## config.mk

```make
export PLATFORM = sky130hd
export DESIGN_NAME = y_mux_4to1
export DESIGN_NICKNAME = d
export VERILOG_FILES = /design/src/rtl/y_mux_4to1.sv
export SDC_FILE = /design/constraint.sdc
export NUM_CORES = 1
export LEC_CHECK = 0
export ABC_CLOCK_PERIOD_IN_PS = 4650
export BUFFER_PORTS_ARGS = -buffer_cell sky130_fd_sc_hd__buf_2
export CAP_MARGIN = 20
export CORE_ASPECT_RATIO = 0.5
export CORE_MARGIN = 2
export CORE_UTILIZATION = 36
export CTS_CLUSTER_SIZE = 16
export DETAILED_ROUTE_END_ITERATION = 7
export PLACE_DENSITY_LB_ADDON = 0.08
export SETUP_SLACK_MARGIN = 0.4
export SYNTH_ARGS = -nofsm -noshare
export SYNTH_HDL_FRONTEND = slang
export SYNTH_SLANG_ARGS = --single-unit
```

## constraint.sdc

```tcl
create_clock -name clk -period 4.65 [get_ports clk]
set_input_delay 1.395 -clock clk [delete_from_list [all_inputs] [get_ports clk]]
set_output_delay 1.395 -clock clk [all_outputs]
set_load 0.02 [all_outputs]
```

## src/rtl/y_mux_4to1.sv

```systemverilog
// 4:1 data mux built from two stages of 2:1 muxes, with a registered copy of
// the result and the select that produced it.
module y_mux_4to1 #(
    parameter int unsigned SIZE = 32
) (
    output logic [SIZE-1:0] z,
    input  logic [SIZE-1:0] a0,
    input  logic [SIZE-1:0] a1,
    input  logic [SIZE-1:0] a2,
    input  logic [SIZE-1:0] a3,
    input  logic [1:0]      c,
    input  logic            clk,
    input  logic            rst_n,
    output logic [SIZE-1:0] z_q,
    output logic [1:0]      c_q
);

    logic [SIZE-1:0] lo_sel;
    logic [SIZE-1:0] hi_sel;

    // The ternary merges bitwise on an X select, so bits where both inputs
    // agree stay known and differing bits go X, as a gate-level mux would.
    always_comb begin
        lo_sel = c[0] ? a1 : a0;
        hi_sel = c[0] ? a3 : a2;
        z      = c[1] ? hi_sel : lo_sel;
    end

    always_ff @(posedge clk) begin
        if (!rst_n) begin
            z_q <= '0;
            c_q <= 2'b00;
        end else begin
            z_q <= z;
            c_q <= c;
        end
    end

endmodule

```

# [Word-level counts from Yosys, hierarchy flattened]
# Index checks and enable logic that the tools add are counted.
[op_classes] add_sub_neg=0 multipliers=0 div_mod_pow=0 order_cmp=0 eq_ne=0 shift=0 mux=3 bitwise=0 n_reduce_logical=0
[op_table] cell="two-way mux 32 bit" count=3
[word_totals] regBits=34 latchBits=0 ram_bits=0 rom_bits=0 inputBits=132 output_inout_bits=66 elab_cells=5 n_memories=0

# [Longest topological paths before layout]
[logic_depth] word_depth=2 mapped_depth=4 ltp_nobuf=2

# [Worst setup path before layout]
# Ideal clock, no wire load.
[synth_path] path_type="input to output" start="input port c[0]" end="output port z[10]" arrival_ps=2236 required_time_ps=3255 setup_slack_ps=1019 stages=3 path_buffers=2 path_cell_list="buf_6 buf_12 mux4_2"
[synth_between] elab_chain_cells=2 word_cells_on_any_way=3 cone_classes="mux (3)"
[synth_lines] element="start: declaration" line_no="11" source="input logic [1:0] c,"
[synth_lines] element="two-way mux 32 bit (on tied branches)" line_no="24, 25"
[synth_lines] element="two-way mux 32 bit (*)" line_no="26" source="z = c[1] ? hi_sel : lo_sel;"
[synth_lines] element="end: declaration" line_no="6" source="output logic [SIZE-1:0] z,"
# Every way passes the cells marked *; elsewhere a longest branch is shown, timed or not.

# [Worst setup path after layout]
[layout_path] start="input port c[1]" end="output port z[24]"
[layout_between] elab_chain_cells=1
[layout_lines] element="two-way mux 32 bit" line_no="26"
# No other way between the ends.

==> results.toml <==
[die]
die_x_um = 102
chipHeight_um = 53.0
rows = 17
die-area_sq_um = 5400
pin_count = 198
core_area_sq_um = 4510
initial_core_util = 0.383

[critical_path]
startpoint_type = "primary input"
crit_type = "in2out"
end_kind = "output port"
worst_ep_required_time_ns = 3.25
worstSetupStartpoint = "c[1]"
cp_data_arrival_time_ns = 2.60
critPathMaxFanout = 33

[routing]
drtIter0Drc = 36
first_pass_iters = 4
ant_nets = 0
routed.top_layer = "met4"
wl_met1_mm = 1.83
wl_met2_mm = 2.99
drc = 0
wl_per_cell_um = 14.1
num_vias = 1731
routed_wl_mm = 5.24
wl_met3_um = 393
routed_via_density = 4.64

[layout]
mostFrequentLayoutCells = "buf_2, dfxtp_1, and2_1"
mostFrequentLayoutCell = "buf_2"
nFillCells = 443
final_cells = 373
drive_gt1_frac = 0.762
nNetsFinal = 438
synthToLayoutAreaGrowth_pct = 62.4
diodes = 0

[timing]
rsz0062_at_grt = "no"
relSlewSlack = 0.491
hold_violations = 0
period_needed_ns = 4.00
max_freq_mhz = 250
worst_slew_pin_slew_ns = 0.764
slew_violations = 0
report.final.setup_viol = 0
fin_crit_sh = 0.860
fin_hold_ws_ns = 1.55
finalSetupTns_ns = 0

[clock_tree]
tritoncts = "done"
path_clk_slew_ns = 0.07
postCtsSetupRepairBufs = 0
cts_made_buffers = 5
clock_path_buffers = 2
holdBufCountCts = 0
cts-root-buf = "clkbuf_8"
cts_resized = 0
htreeDepth = 2
cts_sinks = 34

[worst_hold_path]
hold_path.class = "in2reg"
holdCritStartpoint = "a0[31]"

[run]
maxCapViolCount = 0

[grt]
grt_pass1_wl_mm = 7.28
grt_pass1_vias = 1700
antenna_found_initial = 0
grtUsageTotal = 0.181
grt_max_degree = 35
overflow = 0

[synth]
synthTopCellsByArea = "dfxtp_1, mux4_2, and2_1"
avgSynthCellArea_sq_um = 15.4
synthCells = 112
ys_ff_latch = 34
synth.yosys.seq_area_share = 0.394
syn-cell-area_sq_um = 1730
synthesis.nets = 244
synth_cell_types = 10
synth.largest_area_cell = "dfxtp_1"
synth_top_area_frac = 0.394
yosys_warnings = 0

[power]
irDropWorstVdd_uv = 112
p_per_area_nw_per_um2 = 285
total_leakage_power_nw = 1.46

[placement]
dp_cells = 365
dp_hpwl_mm = 4.32
globalplace.congestion = 0.682
port_buffers = 197

[run_status]
outcome = "finished, final reports clean"
==> report_power, final <==
part / total, mW / switching, mW / internal (mW)
registers: 0.319 / 0.00446 / 0.314
logic: 0.261 / 0.133 / 0.127
clock network: 0.219 / 0.0998 / 0.119
total: 0.799 / 0.238 / 0.561
==> metrics by stage <==
step	setup WS, ns	power, mW	utilization	instance area [sq um]
4_1_cts	0.635	0.811	0.622	2810
3_5_place_dp	0.635	0.590	0.602	2720
5_1_grt	0.578	0.842	0.622	2810
3_3_place_gp	0.680	0.583	0.602	2720
2_1_floorplan	1.02	0.483	-	1730
6_report	0.652	0.799	0.622	2810
==> synthesized netlist by cell type <==
cell type  instances
nand2_1            1
inv_1              1
buf_12             3
mux4_1             3
dfxtp_1           34
mux4_2            29
buf_2              3
clkbuf_1           4
buf_6              1
and2_1            33
==> routing by layer <==
layer / global-route usage / vias to the layer above
li1: - / 813
met1: 0.171 / 834
met2: 0.379 / 80
met3: 0.0555 / 4
met4: 0.0533 / 0
met5: 0 / -
==> critical path, cell delays in order <==
cell and delay (ns):
buf_2 0.59, mux4_2 0.43, buf_2 0.18
==> state kept, by name, summed over array words and instances, names as in the netlist <==
signal  count
z_q        32
c_q         2
==> cell type report <==
type                       instances  area (sq um)  area share
timing repair buffer             198          1010       0.358
inverter                           1          3.75     0.00134
clock buffer                       7          86.3      0.0308
sequential                        34           681       0.243
tap                               66          82.6      0.0294
multi-input combinational         66           942       0.336
clock inverter                     1          5.00     0.00178
==> worst paths after layout <==
kind	end	slack, ns	depth (start not counted)
max	z[24]	0.65	3
min	z_q[31]	1.55	3
==> logic make-up after synthesis <==
kind of cell           share of synthesized area
muxes                                      0.424
buffers and inverters                     0.0608
and+or+nand+nor                            0.122
DFF                                        0.394
Note: power is estimated with default switching activity, not from simulation.
